==> src/rtl/pipe_addsub_pkg.sv <==
// rtl/pipe_addsub_pkg.sv - shared constants and helpers for the pipelined adder/subtractor
package pipe_addsub_pkg;

    localparam logic MODE_ADD = 1'b0;
    localparam logic MODE_SUB = 1'b1;

    function automatic logic signed_ovf(input logic carry_into_msb, input logic carry_out_msb);
        return carry_into_msb ^ carry_out_msb;
    endfunction

    function automatic bit cfg_ok(input int width, input int stages);
        return (stages > 0) && (width > 0) && ((width % stages) == 0);
    endfunction

endpackage

==> src/rtl/addsub_seg.sv <==
// rtl/addsub_seg.sv - one SEG-bit carry segment with its stage register
module addsub_seg #(
    parameter int WIDTH = 16,
    parameter int SEG   = 4,
    parameter int K     = 0
) (
    input  logic             clk,
    input  logic             rst,
    input  logic             go,
    input  logic             in_valid,
    input  logic [WIDTH-1:0] a_in,
    input  logic [WIDTH-1:0] b_in,
    input  logic [WIDTH-1:0] s_in,
    input  logic             c_in,
    input  logic             sub_in,
    output logic             out_valid,
    output logic [WIDTH-1:0] a_q,
    output logic [WIDTH-1:0] b_q,
    output logic [WIDTH-1:0] s_q,
    output logic             c_q,
    output logic             sub_q,
    output logic             cmsb_q
);

    localparam int LO = K * SEG;

    logic [SEG:0]     seg_full;
    logic [WIDTH-1:0] s_next;
    logic             cmsb;

    always_comb begin
        seg_full = {1'b0, a_in[LO +: SEG]} + {1'b0, b_in[LO +: SEG]} + {{SEG{1'b0}}, c_in};
        s_next = s_in;
        s_next[LO +: SEG] = seg_full[SEG-1:0];
    end

    // Carry into the segment's top bit, recovered from that bit's sum and operands.
    assign cmsb = seg_full[SEG-1] ^ a_in[LO+SEG-1] ^ b_in[LO+SEG-1];

    always_ff @(posedge clk) begin
        if (rst) begin
            out_valid <= 1'b0;
            a_q       <= '0;
            b_q       <= '0;
            s_q       <= '0;
            c_q       <= 1'b0;
            sub_q     <= 1'b0;
            cmsb_q    <= 1'b0;
        end else if (go) begin
            out_valid <= in_valid;
            // Bubbles move the valid bit only, so idle inputs never disturb held data.
            if (in_valid) begin
                a_q    <= a_in;
                b_q    <= b_in;
                s_q    <= s_next;
                c_q    <= seg_full[SEG];
                sub_q  <= sub_in;
                cmsb_q <= cmsb;
            end
        end
    end

endmodule

==> src/rtl/pipe_addsub.sv <==
// rtl/pipe_addsub.sv - pipelined WIDTH-bit add/subtract with valid/ready on both sides
module pipe_addsub
    import pipe_addsub_pkg::*;
#(
    parameter int WIDTH  = 16,
    parameter int STAGES = 4
) (
    input  logic             clk,
    input  logic             rst,
    input  logic             in_valid,
    output logic             in_ready,
    input  logic [WIDTH-1:0] a,
    input  logic [WIDTH-1:0] b,
    input  logic             c_in,
    input  logic             sub,
    output logic             out_valid,
    input  logic             out_ready,
    output logic [WIDTH-1:0] sum,
    output logic             c_out,
    output logic             ovf
);

    localparam int SEG = WIDTH / STAGES;

    if (!cfg_ok(WIDTH, STAGES)) begin : g_cfg_check
        $error("pipe_addsub: WIDTH must be a positive multiple of STAGES");
    end

    // Index k is the input of stage k; index k+1 is its registered output.
    logic [STAGES:0][WIDTH-1:0] a_v, b_v, s_v;
    logic [STAGES:0]            v_v, c_v, sub_v, go;
    logic [STAGES-1:0]          cmsb_v;
    logic                       unused_tail;

    assign v_v[0]   = in_valid;
    assign a_v[0]   = a;
    assign b_v[0]   = (sub == MODE_SUB) ? ~b : b;
    assign s_v[0]   = '0;
    assign c_v[0]   = (sub == MODE_ADD) ? c_in : ~c_in;
    assign sub_v[0] = sub;

    always_comb begin
        go = '0;
        go[STAGES] = out_ready;
        for (int k = STAGES - 1; k >= 0; k--) begin
            go[k] = !v_v[k+1] | go[k+1];
        end
    end

    for (genvar k = 0; k < STAGES; k++) begin : g_stage
        addsub_seg #(.WIDTH(WIDTH), .SEG(SEG), .K(k)) u_seg (
            .clk       (clk),
            .rst       (rst),
            .go        (go[k]),
            .in_valid  (v_v[k]),
            .a_in      (a_v[k]),
            .b_in      (b_v[k]),
            .s_in      (s_v[k]),
            .c_in      (c_v[k]),
            .sub_in    (sub_v[k]),
            .out_valid (v_v[k+1]),
            .a_q       (a_v[k+1]),
            .b_q       (b_v[k+1]),
            .s_q       (s_v[k+1]),
            .c_q       (c_v[k+1]),
            .sub_q     (sub_v[k+1]),
            .cmsb_q    (cmsb_v[k])
        );
    end

    assign in_ready  = go[0];
    assign out_valid = v_v[STAGES];
    assign sum       = s_v[STAGES];
    assign c_out     = c_v[STAGES];
    assign ovf       = signed_ovf(cmsb_v[STAGES-1], c_v[STAGES]);

    // Operand copies leaving the last stage have no consumer.
    assign unused_tail = ^{a_v[STAGES], b_v[STAGES], sub_v[STAGES], cmsb_v};

endmodule

==> config.mk <==
export PLATFORM = sky130hd
export DESIGN_NAME = pipe_addsub
export DESIGN_NICKNAME = d
export VERILOG_FILES = /design/src/rtl/pipe_addsub_pkg.sv /design/src/rtl/addsub_seg.sv /design/src/rtl/pipe_addsub.sv
export SDC_FILE = /design/constraint.sdc
export NUM_CORES = 1
export LEC_CHECK = 0
export CORE_MARGIN = 3
export CORE_UTILIZATION = 40
export DETAILED_ROUTE_END_ITERATION = 8
export HOLD_SLACK_MARGIN = 0.02
export PLACE_DENSITY_LB_ADDON = 0.1
export SETUP_SLACK_MARGIN = 0.4
export SKIP_CTS_REPAIR_TIMING = 1
export SYNTH_ARGS = -nofsm -noshare
export SYNTH_HDL_FRONTEND = slang
export SYNTH_SLANG_ARGS = --single-unit
==> constraint.sdc <==
create_clock -name clk -period 3.4 [get_ports clk]
set_clock_uncertainty 0.2 [all_clocks]
set_input_delay 0.51 -clock clk [delete_from_list [all_inputs] [get_ports clk]]
set_output_delay 0.51 -clock clk [all_outputs]
set_load 0.03 [all_outputs]
Word-level counts from Yosys, hierarchy flattened
Index checks and enable logic that the tools add are counted.
Storage, ports and cells
  input bits: 38
  flip-flop bits (word level): 145
  word-level logic and storage cells: 46
  output and inout port bits: 20
Cells by class
  mux-type cells: 2
  $add $sub $neg: 8
  bitwise gates (word level): 9
  reductions and logical operators: 8
Operators by type and width (count)
  $add A4 B4 Y5: 4
  $add A5 B1 Y5: 4
  $mux W16: 1
  $not A16 Y16: 1
  $reduce_and A2 Y1: 4
  $logic_not A1 Y1: 4
  $or A1 B1 Y1: 4
  $xor A1 B1 Y1: 3
  $mux W1: 1
  $not A1 Y1: 1

Logic depth before layout (Yosys ltp)
Gate-level depths: netlist of the first run.
  word-level depth: 6
  gate-level depth with buffers: 9
  mapped depth without buffers: 7

Cells and area by module
A second synthesis of the first run with hierarchy kept.
Second synthesis, totals
  cells, all modules: 1005
  area total of the unflattened synthesis: 8299.2 um2
Modules (own cells, without submodules)
  addsub_seg (g_stage[0].u_seg ...): cells each 246, sequential area each 1041.0 um2, instances 3, area an instance 2043.2 um2
  addsub_seg (g_stage[3].u_seg): cells each 241, sequential area each 1041.0 um2, instances 1, area an instance 1951.9 um2
  pipe_addsub: cells each 26, sequential area each 0.0 um2, instances 1, area an instance 217.7 um2

Worst setup path before layout of the first run
No wires, ideal clock.
  path type: in2reg
  start point: input sub
  end point: register g_stage[0].u_seg.c_q
  arrival: 2.366 ns
  data required time: 3.114 ns
  library setup time: 0.086 ns
  path buffers: 2
  cell stages on the path: 9
  path slack: 0.748 ns
  path through: buf_2 -> buf_2 -> xnor2_1 -> fa_1 -> fa_1 -> nor2b_1 -> o21a_1 -> nor3_1 -> a211oi_1
On the way
  word-level cells in the longest chain between the ends: 3
  elaborated cells between the ends (all ways): 4
  those cells by class: add/sub: 2; mux: 2
Ends and longest elaborated chain
  from (decl): RTL line pipe_addsub.sv:15  | input logic sub,
  $mux W16: RTL line pipe_addsub.sv:37  | assign b_v[0] = (sub == MODE_SUB) ? ~b : b;
  $add A4 B4 Y5: RTL line addsub_seg.sv:32  | seg_full = {1'b0, a_in[LO +: SEG]} + {1'b0, b_in[LO +: SEG]} + {{SEG{1'b0}}, c_in};
  $add A5 B1 Y5 *: RTL line addsub_seg.sv:32
  to (signal assigned): RTL line addsub_seg.sv:56  | c_q <= seg_full[SEG];
  to (decl): RTL line addsub_seg.sv:20  | output logic c_q,
Mark *: on every way between the ends. The rest lies on a longest branch, timed or not.
A chain may end at the register's enable or synchronous reset.

Worst setup path after layout of the first run
  start point: input out_ready
  end point: output in_ready
On the way
  word-level cells in the longest chain between the ends: 4
Ends and longest elaborated chain
  from (decl): RTL line pipe_addsub.sv:17  | input logic out_ready,
  $or A1 B1 Y1 (4 in series): RTL line pipe_addsub.sv:46  | go[k] = !v_v[k+1] | go[k+1];
  to (decl): RTL line pipe_addsub.sv:11  | output logic in_ready,
Every way passes these cells.

==> summary.md, run 1 <==
| Metric | Value |
|---|---|
| Outcome | complete, no violations |
| Final Hold Violating Endpoints | 0 |
| Clock transition at the registers of the reported paths | roughly 0.08 ns |
| Number of synthesized flops with an enable pin | 0 |
| Detailed Route WL | just under 8000 um |
| Most common cell on crit path | clkdlybuf4s50_1 |
| H-Tree Depth | 3 |
| Filler cell count | 1002 |
| Final period util | 81.2% |
| CP max stage delay | between 0.6 and 0.7 ns |
| Gpl congestion | 0.804 |
| WL/cell | about 12 um |
| Pin count of the biggest net entering global routing | 45 |
| Setup Viol. Count Final | 0 |
| Die area | 0.0116 mm^2 |
| Leakage Power | between 1.5 and 2 nW |
| Post-Syn Area | 0.00412 mm^2 |
| Cell Pwr Density | 444 mW/mm^2 |
| Worst skew pair latency | approximately 0.36 ns |
| Sequential-to-total area share from yosys stat | 47.1% |
| CTS root buf | clkbuf_8 |
| Crit Path Category | in -> out |
| First-pass GRT wire length | 13800 um |
| Setup TNS | 0 ns |
| Area Overhead vs Synth | 21.1% |
| DR vias | 3102 |
| Dominant cell type by area after synthesis | dfxtp_1 |
| Core Util, Final | 50.4% |
| Largest delay contributor family on the critical path | buffers and inverters |
| Synthesized area per cell | around 8.5 um^2 |
| Peak supply drop | 0.000183 V |
| Number of global-route vias before repair | 2943 |
| Tmin final | 2.76 ns |
| Total power | 2.22 mW |
| Antenna fix cells | 0 |
| Finished Layout Cells | 668 |
| Die height | between 100 and 150 um |
| Crit path DAT | 2.05 ns |
| Die W | 108 um |
| CP Capture Type | output port |
| Fin. max-slew vios | 0 |
| Yosys warning total | 0 |
| Tightest Pin Transition | about 0.8 ns |
| Initial antenna violation count | 0 |
| CP required | 2.69 ns |
| Post-synth top cells | 137 x nand2_1, 97 x dfxtp_1, 76 x a21oi_1, 25 x nor2_1, 17 x clkbuf_1 |
| Drc violations | 0 |
| FF+latch count, synth | 97 |
| DR iter-0 viols | 104 |
| Core area | 0.00991 mm^2 |
| Remaining Overflow, GRT | 0 |
| Share of the synthesized area in the top cell type | between 40% and 50% |
| Yosys cell types | 32 |
| Clock sinks | 97 |
| Hold WC Path Type | reg -> reg |
| CTS tree | yes |
| CP Max Fanout | 4 |
| Main synth FF type | dfxtp_1 |
| Async S/R FF share, synth | 0% |
| GRT Util Overall | 14.5% |
| F_max | 362 MHz |
| Gate Count Post-Synth | 484 |
| Port bufs | 57 |
| IO Pins | 58 |
| CP cell instances | clkdlybuf4s50_1 > and4b_1 > nand2_1 > clkdlybuf4s50_1 |
| DR pass1 iterations | 4 |
| Post-Syn Nets | 542 |
| Total CTS buffers | 9 |
| Dominant cell by count in the synthesized netlist | nand2_1 |
| Layout cell share with drive strength beyond 1 | 5.98% |
| Clock buffer depth | 2 |
| Slowest cell on crit path | clkdlybuf4s50_1 |
| CP bufs+invs | 2 |
| Top post-synthesis cells by area | dfxtp_1 47%, nand2_1 12%, a21oi_1 9.2% |
| Starting Density | 41.6% |
| Critical Path Start Type | primary input |
| Placed Cells | about 650 |
| Hpwl dp | 5730 um |
| Via-to-Cell Ratio | between 4 and 5 |
| Fin nets | roughly 590 |
| RSZ-0062 raised after global routing | no |
| Slew HR | 46.6% |
| Rows | 36 |
| Max cap viols | 0 |
| Final antenna-violating net count | 0 |
==> layer usage <==
| metal | track usage (%) | wire, um |
|---|---|---|
| met4 | 5.86 | 119 |
| met1 | 21.2 | 4140 |
| met2 | 20.9 | 3260 |
| met5 | 0 | 0 |
| met3 | 3.00 | 328 |
==> power by group <==
| group | leakage, nW | switching (mW) | internal, mW |
|---|---|---|---|
| sequential | 0.791 | 0.0247 | 1.18 |
| combinational | 0.917 | 0.128 | 0.121 |
| clock | 0.103 | 0.383 | 0.381 |
==> cell families (layout without fill, tap and decap cells) <==
family	Yosys count	in the layout	synth area share [%]
XOR/XNOR	24	24	5.46
AND/OR/NAND/NOR	186	186	18.5
flip-flops	97	97	47.1
buffers and inverters	44	95	4.80
AO/OA/AOI/OAI	113	113	16.7
adder cells (fa/ha/maj)	20	20	7.53
==> through the flow <==
step	setup slack (ns)	area (um^2)	hold WS, ns
6_report	0.639	4990	0.254
3_3_place_gp	0.532	4790	0.241
2_1_floorplan	0.748	4120	0.232
3_5_place_dp	0.505	4790	0.246
5_1_grt	0.585	4990	0.272
4_1_cts	0.634	4990	0.255
==> tightest hold or removal path, stage by stage, from the launching register on <==
cell	delay [ns]
dfxtp_1	0.31
nand2_1	0.05
a21oi_1	0.05
==> state kept, by name, summed over array words and instances, names as in the netlist <==
register                 flops
g_stage.u_seg.c_q            4
g_stage.u_seg.a_q           24
g_stage.u_seg.b_q           24
g_stage.u_seg.out_valid      4
g_stage.u_seg.s_q           40
g_stage.u_seg.cmsb_q         1
==> area by class of cell <==
| class | count | area, um^2 | area share [%] |
|---|---|---|---|
| Clock buffer | 12 | 155 | 3.11 |
| Sequential cell | 97 | 1940 | 38.9 |
| Inverter | 13 | 48.8 | 0.977 |
| Clock inverter | 4 | 51.3 | 1.03 |
| Tap cell | 133 | 166 | 3.33 |
| Timing Repair Buffer | 66 | 646 | 12.9 |
| Multi-Input combinational cell | 343 | 1980 | 39.7 |
==> final timing paths <==
path | from | to | slack, ns | depth (start not counted)
max | out_ready | in_ready | 0.64 | 4
max reg2reg | g_stage[0].u_seg.a_q[4] | g_stage[1].u_seg.c_q | 1.30 | 7
min | g_stage[0].u_seg.a_q[8] | g_stage[1].u_seg.a_q[8] | 0.25 | 2
min reg2reg | g_stage[0].u_seg.a_q[8] | g_stage[1].u_seg.a_q[8] | 0.25 | 2
==> layout by cell type, fill, tap and decap left out, types with 2 or more instances in the layout <==
cell type / netlist / final
a211oi_1: 16 / 16
a211oi_2: 5 / 5
a21o_1: 2 / 2
a21oi_1: 76 / 76
and3_1: 2 / 2
buf_4: 1 / 8
clkbuf_8: 0 / 11
clkdlybuf4s50_1: 0 / 56
dfxtp_1: 97 / 97
fa_1: 8 / 8
ha_1: 12 / 12
inv_1: 13 / 13
nand2_1: 137 / 137
nand3b_1: 4 / 4
nor2_1: 25 / 25
nor2b_1: 7 / 7
nor3_1: 6 / 6
o21a_1: 6 / 6
o21ai_0: 3 / 3
o41ai_1: 2 / 2
xnor2_1: 16 / 16
xor2_1: 7 / 7
(Power assumes the default switching activity.)
==> inputs of run 2 (changes only) <==
clock period = 2.9 ns   (was 3.4 ns; I/O delays follow)
==> summary.md, run 2 (same netlist as run 1, synthesis figures left out) <==
| Metric | Value |
|---|---|
| Setup WS pre-CTS | between 0.04 and 0.05 ns |
| Port bufs | 57 |
| Die area | 0.0116 mm^2 |
| Seq pwr share | 55.2% |
| Clock transition at the registers of the reported paths | around 0.09 ns |
| Final antenna-violating net count | 0 |
| Cell Pwr Density | 511 mW/mm^2 |
| Slew HR | 50.3% |
| Number of global-route vias before repair | slightly above 3k |
| CTS root buf | clkbuf_8 |
| Total power | 2.56 mW |
| Layout cell share with drive strength beyond 1 | between 6 and 7% |
| Fin. max-slew vios | 0 |
| Setup Viol. Count Final | 0 |
| Final period util | between 80% and 90% |
| CP Max Fanout | 2 |
| Switch share | 23.9% |
| Most common cell after layout, fill and taps aside | nand2_1 |
| GRT Util Overall | about 15% |
| Biggest register | g_stage.u_seg.s_q |
| Filler cell count | 1033 |
| Remaining Overflow, GRT | 0 |
| Gpl congestion | 0.793 |
| Worst reg-to-reg setup slack | between 0.8 and 0.9 ns |
| CP required | 2.97 ns |
| DR iter-0 viols | 86 |
| Fin nets | 592 |
| Rows | 36 |
| Tightest Pin Transition | ~0.75 ns |
| DR pass1 iterations | 4 |
| Finished Layout Cells | around 670 |
| Area Overhead vs Synth | 21.5% |
| IO Pins | 58 |
| Hpwl dp | 5910 um |
| Critical Path Start Type | primary input |
| Antenna fix cells | 0 |
| Detailed Route WL | 7900 um |
| Starting Density | 41.6% |
| DR vias | 3160 |
| Leakage Power | 1.83 nW |
| Via-to-Cell Ratio | 4.71 |
| Tmin final | about 2.3 ns |
| Clock Power Share | 33.3% |
| Core area | between 0.009 and 0.01 mm^2 |
| Die height | between 100 and 150 um |
| Final setup margin | around 0.57 ns |
| CP Capture Type | flip-flop |
| Crit path DAT | 2.40 ns |
| Hold WC Path Type | reg -> reg |
| Internal | 1.95 mW |
| Clock sinks | 97 |
| Drc violations | 0 |
| RSZ-0062 raised after global routing | no |
| H-Tree Depth | 3 |
| Total CTS buffers | 9 |
| Area of the multi-input gates | 0.00198 mm^2 |
| Sw power | around 610 uW |
| Outcome | complete, no violations |
| Most frequent cells in the layout | 137 x nand2_1, 97 x dfxtp_1, 76 x a21oi_1, 54 x clkdlybuf4s50_1, 25 x nor2_1 |
| Final Hold Violating Endpoints | 0 |
| Max cap viols | 0 |
| Combinational fraction of design power | 11.5% |
| Setup TNS | 0 ns |
| Pin count of the biggest net entering global routing | 38 |
| WL/cell | approximately 12 um |
| Worst skew pair latency | about 0.35 ns |
| CTS tree | yes |
| Crit Path Category | in -> reg |
| Worst hold margin | 0.253 ns |
| First-pass GRT wire length | 13900 um |
| Largest regs | g_stage.u_seg.s_q: 40 flops, g_stage.u_seg.a_q: 24 flops, g_stage.u_seg.b_q: 24 flops |
| Placed Cells | 656 |
| Peak supply drop | approximately 0.00022 V |
| Initial antenna violation count | 0 |
| F_max | 430 MHz |
| Die W | 108 um |
| FF/Latch Area | 0.00194 mm^2 |
| Largest register FFs | 40 |
| Clock buffer depth | 2 |
## run 2: cell count changes in the layout (fill, tap and decap cells not counted), sizes merged
cell and change:
clkinv -1, clkbuf +1, dlymetal6s2s +2, buf +4
clkinvlp -1, clkdlybuf4s50 -2
## run 2: final timing paths
kind	to	cells past startpoint	start
worst max-delay path	g_stage[0].u_seg.c_q	8	b[0]
worst min-delay path	g_stage[3].u_seg.s_q[2]	2	g_stage[2].u_seg.s_q[2]
worst max register to register	g_stage[2].u_seg.c_q	5	g_stage[1].u_seg.a_q[8]
worst min register to register	g_stage[3].u_seg.s_q[2]	2	g_stage[2].u_seg.s_q[2]
## run 2: metal layers
layer | vias to the layer above | global-route usage (%) | part of all wire (%)
met3 | 9 | 3.78 | 4.6
met5 | - | 0 | 0
met2 | 62 | 23.0 | 43
met1 | 1402 | 20.3 | 51
met4 | 0 | 5.32 | 1.3
li1 | 1687 | - | -
## run 2: worst max-delay path: stages
cell and delay [ns]:
clkdlybuf4s50_1 0.41, xnor2_1 0.14, fa_1 0.45, fa_1 0.42, nor2b_1 0.15, o21a_1 0.12, nor3_1 0.05, a211oi_1 0.22
## run 2: metrics by stage
| stage | utilization, % | cell area (um^2) |
|---|---|---|
| 4_1_cts | 50.5 | 5000 |
| 3_5_place_dp | 48.6 | 4820 |
| 5_1_grt | 50.6 | 5010 |
| 2_1_floorplan | - | 4130 |
| 3_3_place_gp | 48.6 | 4820 |
| 6_report | 50.6 | 5010 |
## run 2: final cells by class
type | instances | area share [%]
multi-input cells | 343 | 39.6
flip-flops and latches | 97 | 38.8
clock buffers | 13 | 2.97
repair buffers | 70 | 13.6
clock inverters | 2 | 0.774
well taps | 133 | 3.32
inverters | 13 | 0.974
## run 2: power groups by stage
stage | logic, mW | registers [mW] | clock network (mW)
finish | 0.295 | 1.41 | 0.852
global route | 0.332 | 1.42 | 0.934
CTS | 0.300 | 1.41 | 0.880
detailed placement | 0.299 | 1.44 | 0
global placement | 0.294 | 1.44 | 0
floorplan | 0.194 | 1.44 | 0
==> inputs of run 3 (changes only) <==
clock period = 2.31 ns   (was 2.9 ns; I/O delays follow)
==> summary.md, run 3 (same netlist as run 1, synthesis figures left out) <==
| Metric | Value |
|---|---|
| Met3 wire length | 340 um |
| Drc violations | 0 |
| Hold WC Path Type | in -> reg |
| Initial antenna violation count | 0 |
| Final antenna-violating net count | 0 |
| Total CTS buffers | 9 |
| Remaining Overflow, GRT | 0 |
| F_max | 532 MHz |
| Critical path depth in cells | 5 |
| Pin count of the biggest net entering global routing | 38 |
| Placed Cells | 660 |
| Setup Viol. Count Final | 0 |
| Hpwl dp | between 5000 and 6000 um |
| Largest delay contributor family on the critical path | adder cells |
| Worst skew pair latency | 0.35 ns |
| Slew HR | 61.9% |
| CP max stage delay | 0.41 ns |
| Most common cell on crit path | fa_2 |
| Met2 wire length | 3560 um |
| Core area | about 0.0099 mm^2 |
| CP required | 2.37 ns |
| Number of global-route vias before repair | 3066 |
| RSZ-0062 raised after global routing | yes |
| DR pass1 iterations | 4 |
| First-pass GRT wire length | 14200 um |
| Tightest Pin Transition | 0.571 ns |
| CP bufs+invs | 1 |
| Cell Pwr Density | ~630 mW/mm^2 |
| Gpl congestion | 0.782 |
| Worst reg2reg path depth | 5 |
| Starting Density | between 40% and 50% |
| Critical Path Start Type | flip-flop |
| Clock transition at the registers of the reported paths | 0.09 ns |
| Clock buffer depth | 2 |
| Most frequent cells in the layout | 137 x nand2_1, 93 x dfxtp_1, 76 x a21oi_1, 30 x clkdlybuf4s50_1, 25 x nor2_1 |
| Largest regs | g_stage.u_seg.s_q: 40 flops, g_stage.u_seg.a_q: 24 flops, g_stage.u_seg.b_q: 24 flops |
| Final Cell Area | 0.00525 mm^2 |
| DR vias | 3178 |
| CTS root buf | clkbuf_8 |
| Via-to-Cell Ratio | 4.67 |
| Crit Path Category | reg -> reg |
| Worst hold margin | 0.184 ns |
| DR iter-0 viols | 102 |
| Antenna fix cells | 0 |
| Finished Layout Cells | just under 700 |
| Fin nets | 600 |
| CP Max Fanout | 2 |
| GRT Util Overall | 14.9% |
| Tmin final | 1.88 ns |
| Rows | 36 |
| Hold path cells | 4 |
| IO Pins | 58 |
| Wire length on met1 | ~4200 um |
| CTS tree | yes |
| Detailed Route WL | 8200 um |
| Port bufs | 57 |
| Die W | 108 um |
| Most common cell after layout, fill and taps aside | nand2_1 |
| Final Hold Violating Endpoints | 0 |
| Peak supply drop | 0.000320 V |
| WL/cell | 12.1 um |
| Leakage Power | about 2.3 nW |
| Area Overhead vs Synth | 27.3% |
| Slowest cell on crit path | fa_2 |
| Die height | 108 um |
| Setup TNS | 0 ns |
| DP Area | 0.00493 mm^2 |
| H-Tree Depth | 3 |
| Biggest register | g_stage.u_seg.s_q |
| Max cap viols | 0 |
| Filler cell count | approximately 1000 |
| Largest register FFs | 40 |
| Final period util | 81.4% |
| CP cell instances | fa_2 > fa_2 > buf_4 > xnor2_1 > a211oi_1 |
| Fin. max-slew vios | 0 |
| Crit path DAT | a little under 2 ns |
| Clock sinks | 97 |
| Outcome | complete, no violations |
| Die area | 0.0116 mm^2 |
| CP Capture Type | flip-flop |
| Top sig layer | met4 |
| Layout cell share with drive strength beyond 1 | approximately 11% |
==> run 3: per-layer routing <==
| layer | vias up | GRT usage [%] |
|---|---|---|
| met2 | 52 | 22.9 |
| met1 | 1404 | 21.0 |
| met5 | - | 0 |
| met3 | 9 | 2.82 |
| li1 | 1713 | - |
| met4 | 0 | 5.32 |
==> run 3: area by class of cell <==
type | instances | area (um^2) | area share (%)
flip-flops and latches | 97 | 1950 | 37.1
inverters | 13 | 48.8 | 0.930
clock buffers | 12 | 155 | 2.96
repair buffers | 78 | 850 | 16.2
multi-input cells | 343 | 2030 | 38.7
well taps | 133 | 166 | 3.17
clock inverters | 4 | 48.8 | 0.930
==> run 3: worst paths after layout <==
check / from / to / slack, ns
setup / recovery: g_stage[1].u_seg.b_q[8] / g_stage[2].u_seg.s_q[10] / 0.43
hold / removal: out_ready / g_stage[3].u_seg.out_valid / 0.18
setup reg to reg: g_stage[1].u_seg.b_q[8] / g_stage[2].u_seg.s_q[10] / 0.43
hold reg to reg: g_stage[0].u_seg.a_q[9] / g_stage[1].u_seg.a_q[9] / 0.25
==> run 3: where the power goes <==
group / internal (mW) / switching (mW)
Sequential: 1.73 / 0.0383
Clock: 0.561 / 0.552
Combinational: 0.207 / 0.197
==> run 3: through the flow <==
step	power, mW	worst slack, ns	utilization, %
2_1_floorplan	2.06	0.121	-
3_3_place_gp	2.20	-0.337	49.8
3_5_place_dp	2.22	-0.421	49.8
4_1_cts	3.33	-0.0411	51.8
5_1_grt	3.46	0.357	52.9
6_report	3.29	0.430	52.9
==> run 3: worst min-delay path: stages <==
cell and delay, ns:
dlymetal6s2s_1 0.13, nor2b_1 0.09, nor2_1 0.09, nor2_1 0.04
